--- src/rtl/phase_sched.sv ---
// -----------------------------------------------------------------------------
// phase_sched : instruction-phase scheduler for the s_proc core.
//
// Sequences the one-hot fetch / decode / execute / increment phase strobes
// against the memory handshake. Supports multi-cycle execute, jumps that skip
// the PC increment, a resumable HALT state, and a sticky fetch-timeout error.
// Also counts retired instructions.
//
// Parameters:
//   EXW      width of ex_cycles (extra execute cycles)
//   TIMEOUT  consecutive un-acked FETCH cycles before ERR (1..255)
//   CNTW     width of instr_cnt
//
// Ports:
//   clk        system clock, rising edge
//   clr        synchronous active-high reset
//   start      leave IDLE or HALT (sampled only there)
//   mem_ack    instruction word available (sampled in FETCH)
//   is_halt    decoded HALT (sampled in DECODE)
//   ex_cycles  extra execute cycles (sampled in DECODE)
//   jump       PC was loaded (sampled on the last EXEC cycle)
//   f/d/e/i    one-hot phase strobes
//   mem_req    fetch request
//   ir_load    IR capture strobe (FETCH & mem_ack)
//   pc_inc     PC increment strobe
//   halted     core is in HALT
//   mem_err    fetch timeout (sticky until clr)
//   instr_cnt  retired-instruction count (wraps)
// -----------------------------------------------------------------------------
module phase_sched #(
    parameter int EXW     = 3,
    parameter int TIMEOUT = 15,
    parameter int CNTW    = 16
) (
    input  logic            clk,
    input  logic            clr,
    input  logic            start,
    input  logic            mem_ack,
    input  logic            is_halt,
    input  logic [EXW-1:0]  ex_cycles,
    input  logic            jump,
    output logic            f,
    output logic            d,
    output logic            e,
    output logic            i,
    output logic            mem_req,
    output logic            ir_load,
    output logic            pc_inc,
    output logic            halted,
    output logic            mem_err,
    output logic [CNTW-1:0] instr_cnt
);

    typedef enum logic [2:0] {
        S_IDLE   = 3'd0,
        S_FETCH  = 3'd1,
        S_DECODE = 3'd2,
        S_EXEC   = 3'd3,
        S_INCR   = 3'd4,
        S_HALT   = 3'd5,
        S_ERR    = 3'd6
    } state_t;

    // Timeout counter value seen on the TIMEOUT-th consecutive un-acked cycle.
    localparam logic [7:0] TO_LAST = 8'(TIMEOUT - 1);

    state_t          state_reg;
    state_t          state_next;
    logic [EXW-1:0]  exec_cnt_reg;
    logic [7:0]      to_cnt_reg;
    logic [CNTW-1:0] instr_cnt_reg;

    logic exec_last;
    logic to_expire;

    assign exec_last = (state_reg == S_EXEC) && (exec_cnt_reg == '0);
    assign to_expire = (to_cnt_reg == TO_LAST);

    // ---------------------------------------------------------------- state reg
    always_ff @(posedge clk) begin
        if (clr) begin
            state_reg <= S_IDLE;
        end else begin
            state_reg <= state_next;
        end
    end

    // ---------------------------------------------------------------- next state
    always_comb begin
        state_next = state_reg;
        case (state_reg)
            S_IDLE: begin
                if (start) state_next = S_FETCH;
            end
            S_FETCH: begin
                // An ack in the final allowed cycle still wins over the timeout.
                if (mem_ack)        state_next = S_DECODE;
                else if (to_expire) state_next = S_ERR;
            end
            S_DECODE: begin
                state_next = is_halt ? S_HALT : S_EXEC;
            end
            S_EXEC: begin
                if (exec_last) state_next = jump ? S_FETCH : S_INCR;
            end
            S_INCR: begin
                state_next = S_FETCH;
            end
            S_HALT: begin
                // Resume through INCR so the PC steps past the HALT word.
                if (start) state_next = S_INCR;
            end
            S_ERR: begin
                state_next = S_ERR;
            end
            default: begin
                state_next = S_IDLE;
            end
        endcase
    end

    // ---------------------------------------------------------------- outputs
    always_comb begin
        f       = 1'b0;
        d       = 1'b0;
        e       = 1'b0;
        i       = 1'b0;
        mem_req = 1'b0;
        ir_load = 1'b0;
        pc_inc  = 1'b0;
        halted  = 1'b0;
        mem_err = 1'b0;
        case (state_reg)
            S_FETCH: begin
                f       = 1'b1;
                mem_req = 1'b1;
                // Combinational so IR captures on the edge that leaves FETCH.
                ir_load = mem_ack;
            end
            S_DECODE: d = 1'b1;
            S_EXEC:   e = 1'b1;
            S_INCR: begin
                i      = 1'b1;
                pc_inc = 1'b1;
            end
            S_HALT:   halted  = 1'b1;
            S_ERR:    mem_err = 1'b1;
            default: ;
        endcase
    end

    assign instr_cnt = instr_cnt_reg;

    // ---------------------------------------------------------------- counters
    always_ff @(posedge clk) begin
        if (clr) begin
            exec_cnt_reg  <= '0;
            to_cnt_reg    <= '0;
            instr_cnt_reg <= '0;
        end else begin
            // Timeout counter restarts on every entry into FETCH.
            if ((state_next == S_FETCH) && (state_reg != S_FETCH)) begin
                to_cnt_reg <= '0;
            end else if ((state_reg == S_FETCH) && !mem_ack) begin
                to_cnt_reg <= to_cnt_reg + 8'd1;
            end

            if (state_reg == S_DECODE) begin
                exec_cnt_reg <= ex_cycles;
            end else if ((state_reg == S_EXEC) && (exec_cnt_reg != '0)) begin
                exec_cnt_reg <= exec_cnt_reg - 1'b1;
            end

            if (exec_last) begin
                instr_cnt_reg <= instr_cnt_reg + 1'b1;
            end
        end
    end

endmodule

--- config.mk ---
export PLATFORM = sky130hd
export DESIGN_NAME = phase_sched
export DESIGN_NICKNAME = d
export VERILOG_FILES = /design/src/rtl/phase_sched.sv
export SDC_FILE = /design/constraint.sdc
export NUM_CORES = 1
export LEC_CHECK = 0
export ABC_CLOCK_PERIOD_IN_PS = 1800
export BUFFER_PORTS_ARGS = -buffer_cell sky130_fd_sc_hd__buf_2
export CAP_MARGIN = 30
export CORE_ASPECT_RATIO = 0.7
export CORE_UTILIZATION = 54
export CTS_CLUSTER_SIZE = 25
export DETAILED_ROUTE_END_ITERATION = 8
export PLACE_DENSITY_LB_ADDON = 0.08
export SLEW_MARGIN = 20
export SYNTH_ARGS = -nofsm -noshare
export SYNTH_HDL_FRONTEND = slang
export SYNTH_SLANG_ARGS = --single-unit
--- constraint.sdc ---
create_clock -name clk -period 1.8 [get_ports clk]
set_input_delay 0.36 -clock clk [delete_from_list [all_inputs] [get_ports clk]]
set_output_delay 0.36 -clock clk [all_outputs]
set_load 0.05 [all_outputs]
==> results.yml <==
logic_synthesis:
  synth.area.top_cells: "dfxtp_1 (36%), xor2_1 (4.7%), a21oi_1 (4.2%)"
  ys_types: 41
  synth_enable_flop_cells: 0
  yosysMostFrequentCell: "dfxtp_1"
  async_reset_ff_share_pct: 0
  synth_top_cells_by_count: "dfxtp_1 (30), a21oi_1 (14), nor2_1 (14), inv_1 (11)"
  syn_avg_cell_area_sq_um: 8.52
  synthesis.nets: 209
  yosysWarnings: 0
  synth_area_sq_um: 1660
  synth_flop_cell: "dfxtp_1"
  syn_inst: 195
  synth.largest_area_cell: "dfxtp_1"
  synth-seq-cells: 30
  netlist.area_leader.share_pct: 36.1
  yosysSeqAreaShare_pct: 36.1
layout:
  largest_reg_flops: 16
  synthToLayoutAreaGrowth_pct: 29.6
  diodes: 0
  fin_cells: 276
  drive_gt1_share_pct: 37.5
  nNetsFinal: 253
  fin_util_pct: 75.2
routing:
  vias_per_cell: 6.12
  drt-total-wl_um: 4550
  drc: 0
  vias: 1689
  ant_nets: 0
  wl_per_cell_um: 16.5
  drtPass1Iterations: 6
  drt-initial-drc-count: 181
sta:
  tightest_slew_ns: 0.585
  slew_headroom_pct: 61.0
  timing.final.ws_setup_ns: 0.0749
  setup_violations: 0
  fmax_ghz: 0.580
  finalHoldViolCount: 0
  fin_crit_ns: 1.73
  finalCritPeriodShare_pct: 95.8
  finalMaxSlewViolations: 0
  final.setup.tns_ns: 0
  worst_clock_skew_ns: 0.00147
global_route:
  grt.total_usage_pct: 27.5
  grt_pass1_wl_um: 6700
  grt_max_degree: 31
  antenna_found_initial: 0
  grt_overflow: 0
  grt_pass1_vias: 1422
floorplan:
  core_area_sq_um: 2860
  die_h_um: 48.4
  die_w_um: 68.3
  initial_core_util_pct: 58.0
  io_pins: 34
  rows: 16
  die_area_sq_um: 3310
power_and_ir_drop:
  combPwrFrac_pct: 19.0
  p_clk_share_pct: 36.0
  p_int_mw: 1.10
  vdd_drop_max_mv: 0.614
  switchingPower_mw: 0.471
  p_seq_share_pct: 44.9
  switching_share_pct: 30.1
  powerDensity_nw_per_um2: 727
  power.leakage_nw: 0.846
clock_network:
  clock_path_buffers: 2
  numCtsBuffers: 5
  clkLatencyLatePin_ns: 0.28
  cts_hold_buf: 0
  cts_tree: "built"
  cts_htree_levels: 2
  cts_root_buf: "clkbuf_8"
  path_clk_slew_ns: 0.06
  clock-sinks: 30
setup_path:
  worstPathRequired_ns: 1.44
  crit_path_start_kind: "flop"
  worstPathArrival_ns: 1.37
  path_class: "reg -> out"
  critPathCaptureType: "output pin"
  crit_fanout: 7
place:
  hpwl_um: 3030
  placedCellCount: 261
  place_ws_ns: -0.0976
  gp_congestion: 0.959
  io_buffers: 33
worst_hold_path:
  hp-class: "in -> reg"
outcome:
  outcome: "finished, final reports clean"
flow_run:
  cap_violations: 0
-- metal layers --
| layer | GRT usage [%] | up-vias | wire [um] |
|---|---|---|---|
| li1 | - | 791 | - |
| met4 | 7.99 | 0 | 27 |
| met5 | 0 | - | 0 |
| met3 | 6.84 | 4 | 372 |
| met2 | 37.4 | 75 | 2060 |
| met1 | 41.9 | 819 | 2100 |
-- worst paths after layout --
check / slack [ns] / depth (start not counted) / startpoint / end
setup / recovery: 0.07 / 4 / state_reg[2] / ir_load
hold / removal: 0.33 / 3 / ex_cycles[1] / exec_cnt_reg[1]
setup reg to reg: 0.10 / 6 / state_reg[1] / to_cnt_reg[7]
hold reg to reg: 0.50 / 2 / instr_cnt[15] / instr_cnt[15]
-- cell families (layout without fill, tap and decap cells) --
| family | count (synthesis) | count (layout) | share of synthesized area (%) |
|---|---|---|---|
| fa+ha+maj | 5 | 5 | 3.77 |
| xor+xnor | 17 | 17 | 8.96 |
| simple gates | 79 | 79 | 28.0 |
| compound gates | 41 | 41 | 16.4 |
| buf+inv | 23 | 68 | 6.70 |
| flops | 30 | 30 | 36.1 |
-- layout by cell type, fill, tap and decap left out, types with 9 or more instances in the layout --
| master | Yosys | layout |
|---|---|---|
| nand3_1 | 10 | 10 |
| nand2_1 | 10 | 9 |
| a21oi_1 | 14 | 13 |
| buf_2 | 2 | 28 |
| nor2_1 | 14 | 13 |
| xor2_1 | 9 | 9 |
| inv_1 | 11 | 10 |
| dfxtp_2 | 0 | 9 |
| buf_4 | 4 | 17 |
| dfxtp_1 | 30 | 19 |
-- final cells by class --
type	count	area, sq um
multi-input cells	142	1040
clock buffers	6	82.6
flip-flops and latches	30	619
fillers	216	709
well taps	36	45.0
repair buffers	48	307
inverters	12	48.8
clock inverters	2	12.5
-- critical path: stages, from the launching register on --
cell	delay (ns)
dfxtp_4	0.38
nand2b_2	0.23
nor2_4	0.11
and2_2	0.15
clkbuf_4	0.22
-- power groups by stage --
| stage | logic [mW] | clock network [mW] | registers (mW) |
|---|---|---|---|
| floorplan | 0.192 | 0 | 0.706 |
| global placement | 0.239 | 0 | 0.712 |
| detailed placement | 0.247 | 0 | 0.714 |
| CTS | 0.263 | 0.567 | 0.700 |
| global route | 0.320 | 0.600 | 0.706 |
| finish | 0.298 | 0.565 | 0.704 |
-- per-stage QoR --
step	hold WS (ns)	power (mW)	cell area, sq um
floorplan	0.496	0.899	1690
global route	0.384	1.63	2150
detailed placement	0.490	0.961	1900
global placement	0.463	0.952	1900
finish	0.326	1.57	2150
CTS	0.328	1.53	2010
-- repair_timing --
action,4_1_cts,5_1_grt
setup buffers,1,6
setup endpoints to repair,15,21
pin swaps,1,2
gates resized for setup,6,23
Power figures use the tool's default switching activity.
